==> src/rtl/fifo_read_ctrl_pkg.sv <==
// fifo_rd_pkg: shared types and constants for the FIFO read-side controller
package fifo_rd_pkg;
    localparam int FIFO_DEPTH = 32;
    localparam int CNT_W = 6;
    typedef enum logic [1:0] {IDLE, BURST, WAIT_DRAIN} state_t;
endpackage

==> src/rtl/fifo_read_ctrl_if.sv <==
// fifo_read_ctrl_if: FIFO read port plus valid/ready burst stream
interface fifo_read_ctrl_if #(parameter int N = 16);
    import fifo_rd_pkg::*;
    logic             fifo_empty;
    logic [CNT_W-1:0] fifo_count;
    logic [N-1:0]     fifo_dout;
    logic             fifo_r_en;
    logic             m_valid;
    logic             m_ready;
    logic [N-1:0]     m_data;
    logic             m_last;
    modport master(input fifo_empty, fifo_count, fifo_dout, m_ready,
                   output fifo_r_en, m_valid, m_data, m_last);
    modport slave(output fifo_empty, fifo_count, fifo_dout, m_ready,
                  input fifo_r_en, m_valid, m_data, m_last);
endinterface

==> src/rtl/fifo_read_ctrl_skid_buf.sv <==
// frc_skid_buf: 2-entry output buffer holding FIFO read data with its last-beat tag
module frc_skid_buf #(
    parameter int N = 16
) (
    input  logic         clk,
    input  logic         rst,
    input  logic         push,
    input  logic         push_last,
    input  logic [N-1:0] push_data,
    input  logic         pop,
    output logic [1:0]   occ,
    output logic [N-1:0] head_data,
    output logic         head_last
);
    logic [N-1:0] d0, d1;
    logic         l0, l1;
    assign head_data = d0;
    assign head_last = l0 && occ != 2'd0;
    // entry 0 is always the head; pop shifts entry 1 forward, push fills the first free slot
    always_ff @(posedge clk or negedge rst)
        if (!rst) begin
            occ <= '0;
            d0  <= '0;
            d1  <= '0;
            l0  <= 1'b0;
            l1  <= 1'b0;
        end else begin
            case ({push, pop})
                2'b10: begin
                    if (occ == 2'd0) begin
                        d0 <= push_data;
                        l0 <= push_last;
                    end else begin
                        d1 <= push_data;
                        l1 <= push_last;
                    end
                    occ <= occ + 2'd1;
                end
                2'b01: begin
                    d0  <= d1;
                    l0  <= l1;
                    occ <= occ - 2'd1;
                end
                2'b11: begin
                    d0 <= occ == 2'd1 ? push_data : d1;
                    l0 <= occ == 2'd1 ? push_last : l1;
                    d1 <= push_data;
                    l1 <= push_last;
                end
                default: ;
            endcase
        end
endmodule

==> src/rtl/fifo_read_ctrl.sv <==
// fifo_read_ctrl: drains the FIFO in bursts onto a valid/ready stream; FIFO_RD_TIMEOUT_EN adds the partial-burst timeout
module fifo_read_ctrl
    import fifo_rd_pkg::*;
#(
    parameter int N         = 16,
    parameter int BURST_LEN = 16,
    parameter int TIMEOUT   = 64
) (
    input  logic clk,
    input  logic rst,
    input  logic flush,
    output logic busy,
    fifo_read_ctrl_if.master bus
);
    localparam logic [CNT_W-1:0] BL = CNT_W'(BURST_LEN);
    if (BURST_LEN < 1 || BURST_LEN > FIFO_DEPTH || TIMEOUT < 1) begin : g_bad_param
        $error("fifo_read_ctrl: BURST_LEN must be 1..%0d and TIMEOUT >= 1", FIFO_DEPTH);
    end
    state_t           state;
    logic [CNT_W-1:0] beats_left;
    logic             inflight, inflight_last;
    logic [1:0]       occ;
    logic             pop, re, go, tmo;
    assign pop = bus.m_valid && bus.m_ready;
    assign bus.m_valid = occ != 2'd0;
    assign busy = state != IDLE;
    // never more than two words between the FIFO and the consumer, counting one about to leave
    assign re = state == BURST && beats_left != '0 && !bus.fifo_empty &&
                (3'(occ) + 3'(inflight) - 3'(pop)) < 3'd2;
    assign bus.fifo_r_en = re;
    assign go = state == IDLE &&
                (bus.fifo_count >= BL || (flush && bus.fifo_count != '0) || tmo);
`ifdef FIFO_RD_TIMEOUT_EN
    localparam int TW = $clog2(TIMEOUT + 1);
    logic [TW-1:0] tcnt;
    assign tmo = tcnt == TW'(TIMEOUT);
    // idle cycles spent holding a partial burst, saturating at TIMEOUT
    always_ff @(posedge clk or negedge rst)
        if (!rst) tcnt <= '0;
        else if (state != IDLE || go || bus.fifo_count == '0) tcnt <= '0;
        else if (bus.fifo_count < BL && !tmo) tcnt <= tcnt + 1'b1;
`else
    assign tmo = 1'b0;
`endif
    // burst FSM: latch the burst size on entry, count issued reads, wait for the tail to drain
    always_ff @(posedge clk or negedge rst)
        if (!rst) begin
            state         <= IDLE;
            beats_left    <= '0;
            inflight      <= 1'b0;
            inflight_last <= 1'b0;
        end else begin
            inflight      <= re;
            inflight_last <= re && beats_left == CNT_W'(1);
            case (state)
                IDLE: if (go) begin
                    state      <= BURST;
                    beats_left <= bus.fifo_count < BL ? bus.fifo_count : BL;
                end
                BURST: begin
                    if (re) beats_left <= beats_left - 1'b1;
                    if (beats_left == '0 || (re && beats_left == CNT_W'(1))) state <= WAIT_DRAIN;
                end
                WAIT_DRAIN: if (occ == 2'd0 && !inflight) state <= IDLE;
                default: state <= IDLE;
            endcase
        end
    frc_skid_buf #(.N(N)) u_buf (
        .clk       (clk),
        .rst       (rst),
        .push      (inflight),
        .push_last (inflight_last),
        .push_data (bus.fifo_dout),
        .pop       (pop),
        .occ       (occ),
        .head_data (bus.m_data),
        .head_last (bus.m_last)
    );
endmodule

==> src/flat_wrapper.sv <==
// flat-port wrapper written by rule: the top's interface ports become plain ports
module fifo_read_ctrl_flat import fifo_rd_pkg::*;
#(
    parameter int N         = 16,
    parameter int BURST_LEN = 16,
    parameter int TIMEOUT   = 64
)
  (clk, rst, flush, busy, bus_fifo_empty, bus_fifo_count, bus_fifo_dout, bus_m_ready, bus_fifo_r_en, bus_m_valid, bus_m_data, bus_m_last);
  fifo_read_ctrl_if #(.N(N)) bus_i ();
  input  logic clk;
  input  logic rst;
  input  logic flush;
  output logic busy;
  input wire logic [$bits(bus_i.fifo_empty)-1:0] bus_fifo_empty;
  input wire logic [$bits(bus_i.fifo_count)-1:0] bus_fifo_count;
  input wire logic [$bits(bus_i.fifo_dout)-1:0] bus_fifo_dout;
  input wire logic [$bits(bus_i.m_ready)-1:0] bus_m_ready;
  output wire logic [$bits(bus_i.fifo_r_en)-1:0] bus_fifo_r_en;
  output wire logic [$bits(bus_i.m_valid)-1:0] bus_m_valid;
  output wire logic [$bits(bus_i.m_data)-1:0] bus_m_data;
  output wire logic [$bits(bus_i.m_last)-1:0] bus_m_last;
  assign bus_i.fifo_empty = bus_fifo_empty;
  assign bus_i.fifo_count = bus_fifo_count;
  assign bus_i.fifo_dout = bus_fifo_dout;
  assign bus_i.m_ready = bus_m_ready;
  assign bus_fifo_r_en = bus_i.fifo_r_en;
  assign bus_m_valid = bus_i.m_valid;
  assign bus_m_data = bus_i.m_data;
  assign bus_m_last = bus_i.m_last;
  fifo_read_ctrl #(.N(N), .BURST_LEN(BURST_LEN), .TIMEOUT(TIMEOUT)) u_core (.clk(clk), .rst(rst), .flush(flush), .busy(busy), .bus(bus_i));
endmodule
==> config.mk <==
export PLATFORM = sky130hd
export DESIGN_NAME = fifo_read_ctrl_flat
export DESIGN_NICKNAME = d
export VERILOG_FILES = /design/src/rtl/fifo_read_ctrl_pkg.sv /design/src/rtl/fifo_read_ctrl_if.sv /design/src/rtl/fifo_read_ctrl_skid_buf.sv /design/src/rtl/fifo_read_ctrl.sv /design/src/flat_wrapper.sv
export SDC_FILE = /design/constraint.sdc
export NUM_CORES = 1
export LEC_CHECK = 0
export ABC_CLOCK_PERIOD_IN_PS = 6700
export CORE_ASPECT_RATIO = 1.75
export CORE_MARGIN = 5
export CORE_UTILIZATION = 50
export DETAILED_ROUTE_END_ITERATION = 10
export DONT_BUFFER_PORTS = 1
export PLACE_DENSITY_LB_ADDON = 0.05
export SLEW_MARGIN = 20
export SYNTH_ARGS = -nofsm -noshare
export SYNTH_HDL_FRONTEND = slang
export SYNTH_HIERARCHICAL = 1
export SYNTH_SLANG_ARGS = --single-unit
export TNS_END_PERCENT = 30
==> constraint.sdc <==
create_clock -name clk -period 6.7 [get_ports clk]
set_input_delay 0.67 -clock clk [delete_from_list [all_inputs] [get_ports clk]]
set_output_delay 0.67 -clock clk [all_outputs]
set_load 0.02 [all_outputs]
# --- Yosys cells after proc, flatten, opt, wreduce, memory -nomap -nowiden ---
# Cells that the tools add are included.
op_classes:
  n_reduce_logical: 28
  addsub: 5
  mux: 19
  n_lt_le_gt_ge: 3
  eq_ne: 13
op_table:
  columns: ["cell", "count"]
  rows:
  - ["16-bit two-way mux", 3]
  - ["16-bit one-hot mux with 3 select lines", 1]
  - ["16-bit one-hot mux with 2 select lines", 1]
  - ["6-bit two-way mux", 3]
  - ["6-bit one-hot mux with 2 select lines", 1]
  - ["6-bit nonzero test", 2]
  - ["2-bit nonzero test", 5]
  - ["1-bit logical AND", 9]
  - ["2-bit by 1-bit != test with 1-bit output (second input constant)", 4]
  - ["2-bit by 1-bit equality test with 1-bit output (second input constant)", 3]
  - ["2-bit equality test (second input constant)", 3]
  - ["6-bit by 1-bit equality test with 1-bit output (second input constant)", 1]
  - ["6-bit by 5-bit >= comparator with 1-bit output (second input constant)", 1]
  - ["6-bit logical NOT", 1]
  - ["6-bit by 5-bit < comparator with 1-bit output (second input constant)", 1]
  - ["2-bit two-way mux", 3]
  - ["2-bit one-hot mux with 3 select lines", 1]
  - ["3-bit AND reduction", 2]
  - ["6-bit by 1-bit subtractor with 6-bit output (second input constant)", 1]
  - ["2-bit logical NOT", 2]
  - ["2-bit != test (second input constant)", 2]
  - ["2-bit one-hot mux with 2 select lines", 1]
  - ["2-bit AND reduction", 2]
  - ["2-bit by 1-bit adder with 3-bit output", 1]
  - ["10 further kinds", 14]
totals:
  regBits: 46

# --- Logic depth before layout (Yosys ltp) ---
logic_depth:
  word_depth: 9
  depth_mapped: 10
  mapped_depth_nobuf: 9

# --- By module ---
# Netlist, hierarchy kept.
by_module_without_submodules:
  columns: ["module", "area_per_inst_um2", "n_inst", "seq_area_each_um2", "cells_each"]
  rows:
  - ["frc_skid_buf", 1810.5, 1, 900.9, 159]
  - ["fifo_read_ctrl", 720.7, 1, 250.2, 75]

# --- Worst setup path after synthesis ---
# OpenSTA, ideal clock, no wires.
synth_path:
  path_kind: "reg-to-output"
  startpoint: "register u_core.u_buf.occ[0]"
  endpoint: "output port bus_fifo_r_en"
  t_arrival_ns: 2.601
  stages_incl_launch_ff: 9
  path_buffers: 0
  path_slack_ns: 3.429
  t_required_ns: 6.030
  cell_sequence: "dfrtp_1 or2_2 and2_1 ha_1 nand2b_1 fa_1 nor2b_1 o211ai_4 nor2_1"
synth_via:
  elab_chain_len: 5
  elab_cells_between_ends: 6
synth_lines:
  columns: ["element", "line_no", "text"]
  rows:
  - ["from (decl)", "fifo_read_ctrl_skid_buf.sv:11", "output logic [1:0] occ,"]
  - ["from (signal assigned)", "fifo_read_ctrl_skid_buf.sv:37", "occ <= occ + 2'd1;"]
  - ["from (signal assigned)", "fifo_read_ctrl_skid_buf.sv:42", "occ <= occ - 2'd1;"]
  - ["2-bit nonzero test", "fifo_read_ctrl.sv:25", "assign bus.m_valid = occ != 2'd0;"]
  - ["named net bus_m_valid", "flat_wrapper.sv:19", "output wire logic [$bits(bus_i.m_valid)-1:0] bus_m_valid;"]
  - ["1-bit logical AND", "fifo_read_ctrl.sv:24", "assign pop = bus.m_valid && bus.m_ready;"]
  - ["named net u_core.pop", "fifo_read_ctrl.sv:23", "logic pop, re, go, tmo;"]
  - ["3-bit by 1-bit subtractor with 3-bit output", "fifo_read_ctrl.sv:29", "(3'(occ) + 3'(inflight) - 3'(pop)) < 3'd2;"]
  - ["3-bit by 2-bit < comparator with 1-bit output", "fifo_read_ctrl.sv:29", null]
  - ["1-bit logical AND", "fifo_read_ctrl.sv:28", "assign re = state == BURST && beats_left != '0 && !bus.fifo_empty &&"]
  - ["to (decl)", "flat_wrapper.sv:18", "output wire logic [$bits(bus_i.fifo_r_en)-1:0] bus_fifo_r_en;"]
# The timed path passes the listed nets, and every way through them passes these cells.

# --- Worst setup path after layout ---
# Same ends and word-level chain as after synthesis.

==> metrics <==
Slew HR 47.8%; Synth top area share 45.5%; Setup Total Neg Slack 0 ns; Main synth FF type dfrtp_1; total routed wirelength 5620 µm; Unique masters post-synth 46; DR WL met3 350 µm; clock transition at the registers of the reported paths roughly 0.10 ns; CP peak stage delay 0.48 ns; slowest CP cell fa_1; EDFF count, synth 0; routability cong. 0.806; Root Driver clkbuf_8; Setup Viol. Count Final 0; Post-Syn Area per Cell 10.8 µm²; layout cells sized above 1 18.9%; via count between 1500 and 2000; CP endpoint kind output port; Top Ports 47; Synth Net Count 273; GRT Overall Usage 17.9%; Die W 63.8 µm; synthesis warning total 6; met2 routed WL 3130 µm; final hold vios 0; nets 266; ANT nets after route 0; Top Metal Used met4; Ant. Diodes 0; largest net degree at the start of global routing 47; non-filler instance count after layout 282; Pins Over Slew Limit 0; first-pass GRT wire length approximately 9500 µm; grt ovf 0; largest cells by area after synthesis dfrtp_1 45%, mux2_2 7.6%, ha_1 5.4%, a31oi_2 4.9%, a21oi_1 4.7%; arrival time at the worst endpoint ~3.2 ns; CP max FO 9; hold buffers post-CTS 0; Fin Clk Skew 0.00776 ns; maxcap violations 0; Mapped Cells 234; DRT met1 WL 1950 µm; Initial Util approximately 51%; Remaining DRCs 0; TritonCTS Buffers 5; crit path buf inv count 0; synthesis-to-layout area growth 2.62%; ys async rst share 100%; Worst-Margin Slew 0.783 ns; Leak 0.00105 µW; Cell Area, Synth 0.00253 mm²; setup bufs post-CTS 0; PD cells between 400 and 500 mW/mm²; Critical Path RT 6.03 ns; DP HPWL 4220 µm; WS Path Type register to output port; initial antenna violation count 0; CTS max path bufs 2; final instance area about 0.0026 mm²; Placed Instances 274; clock latency on the worst-skew pair around 0.30 ns; initial drt markers 85; die span in y between 100 and 150 µm; CP delay by family, top simple AND/OR/NAND/NOR gates; RSZ-0062 raised after global routing no; cells along the critical path or2_2, and2_1, ha_1, nand2b_1, fa_1, nor2b_1, o211ai_4, nor2_1; placed inst area 0.00250 mm²; leading area contributor after synthesis dfrtp_1; DRT Pass-1 Iters 4; worst vdd rail ir drop 263 µV; Tmin final 3.84 ns; hold_ws 0.0519 ns; Yosys reg bits 46; CP Launch Type register; Hold WC Path Type input port to async pin; # clock sinks 46; CTS tree yes; sequential share of the synthesized area 45.5%; fmax 260 MHz; H-tree depth 2; num rows 34; Port Buffers 0; Core Area 0.00493 mm²; status complete, no violations; Resized cells post-CTS 0; crit share post-route 57.3%; Final Util around 53%; wire length per cell 19.9 µm; Die ar. 0.00664 mm²; post-DR vias/cell 6.27; vias in the first global route about 1900
==> sequential cells by signal (all words and copies together), names as in the netlist <==
| register | count |
|---|---|
| u_core/u_buf/occ | 2 |
| u_core/beats_left | 6 |
| u_core/u_buf/l1 | 1 |
| u_core/u_buf/l0 | 1 |
| u_core/state | 2 |
| u_core/inflight | 1 |
| u_core/inflight_last | 1 |
| u_core/u_buf/d1 | 16 |
| u_core/u_buf/head_data | 16 |
==> metal layers <==
layer | up-vias | track usage [%]
li1 | 834 | -
met1 | 869 | 17.8
met2 | 51 | 32.1
met3 | 15 | 5.08
met4 | 0 | 9.51
met5 | - | 0
==> worst register-to-register path, cell delays in order, from the launching register on <==
cell and delay, ns:
dfrtp_1 0.45, or2_2 0.40, and2_1 0.24, ha_1 0.28, nand2b_1 0.16, fa_1 0.48, nor2b_1 0.29, o211ai_4 0.20
a211oi_1 0.36, o2bb2ai_1 0.12
==> cell usage after synthesis, types with 3 or more instances <==
master      n
nor2_1      7
mux2_2     17
inv_1      10
o21ai_0    18
clkbuf_1    5
a21oi_1    24
ha_1       11
nand2b_1    4
a211oi_1    4
a31oi_1     8
buf_6       3
nor2b_1     6
nor3_1      4
dfrtp_1    46
a31oi_2    10
nand3_1    17
a2bb2oi_1   3
buf_2       4
==> power breakdown <==
group | internal, µW | switching (µW)
Sequential | 408 | 163
Clock | 75.4 | 98.3
Combinational | 227 | 289
==> path summary, 6_finish.rpt <==
kind | from | endpoint | slack [ns] | depth (start not counted)
max reg2reg | u_core/u_buf/occ[0]$_DFFE_PN0P_ | u_core/beats_left[0]$_DFFE_PN0P_ | 3.62 | 9
min reg2reg | u_core/u_buf/d1[12]$_DFFE_PN0P_ | u_core/u_buf/d1[12]$_DFFE_PN0P_ | 0.51 | 1
max in group asynchronous | rst | u_core/u_buf/d1[13]$_DFFE_PN0P_ | 6.55 | 0
max | u_core/u_buf/occ[0]$_DFFE_PN0P_ | bus_fifo_r_en | 2.86 | 8
min in group clk | u_core/u_buf/d1[12]$_DFFE_PN0P_ | u_core/u_buf/d1[12]$_DFFE_PN0P_ | 0.51 | 1
min | rst | u_core/u_buf/d1[0]$_DFFE_PN0P_ | 0.05 | 0
==> metrics by stage <==
step | power (µW) | worst slack [ns]
after floorplan | 1000 | 3.43
after global placement | 1070 | 3.30
after detailed placement | 1100 | 3.18
after CTS | 1280 | 2.83
after global routing | 1360 | 2.69
final | 1260 | 2.86
==> final cells by class <==
class | count | area (µm²)
inverters | 11 | 41.3
clock inverters | 3 | 25.0
fillers | 450 | 2340
clock buffers | 5 | 68.8
multi-input cells | 163 | 1240
well taps | 54 | 67.6
flip-flops and latches | 46 | 1150
==> cell usage in the layout (no fill, tap or decap), types with 2 or more instances in the layout <==
master / instances
o21ai_0: 18
a31oi_1: 8
or3_1: 2
nor3_1: 4
dfrtp_1: 46
a211oi_1: 4
a2bb2oi_1: 3
ha_1: 11
and2_1: 2
xnor2_1: 2
nor2_1: 7
or2_2: 2
nand3_1: 17
inv_1: 10
clkbuf_8: 5
a21oi_1: 24
nand2b_1: 4
mux2_2: 17
nor2b_1: 6
or2b_1: 2
a31oi_2: 10
==> kinds of logic (layout without fill, tap and decap cells) <==
kind of cell | count (synthesis) | after routing | share of synthesized area (%)
adder cells (fa/ha/maj) | 12 | 12 | 6.23
AND/OR/NAND/NOR | 52 | 52 | 11.4
XOR/XNOR | 3 | 3 | 1.04
multiplexers | 18 | 18 | 7.96
buffers and inverters | 25 | 19 | 5.39
AO/OA/AOI/OAI | 78 | 78 | 22.5
flip-flops | 46 | 46 | 45.5
No activity file was read; power rests on OpenSTA's default activity.
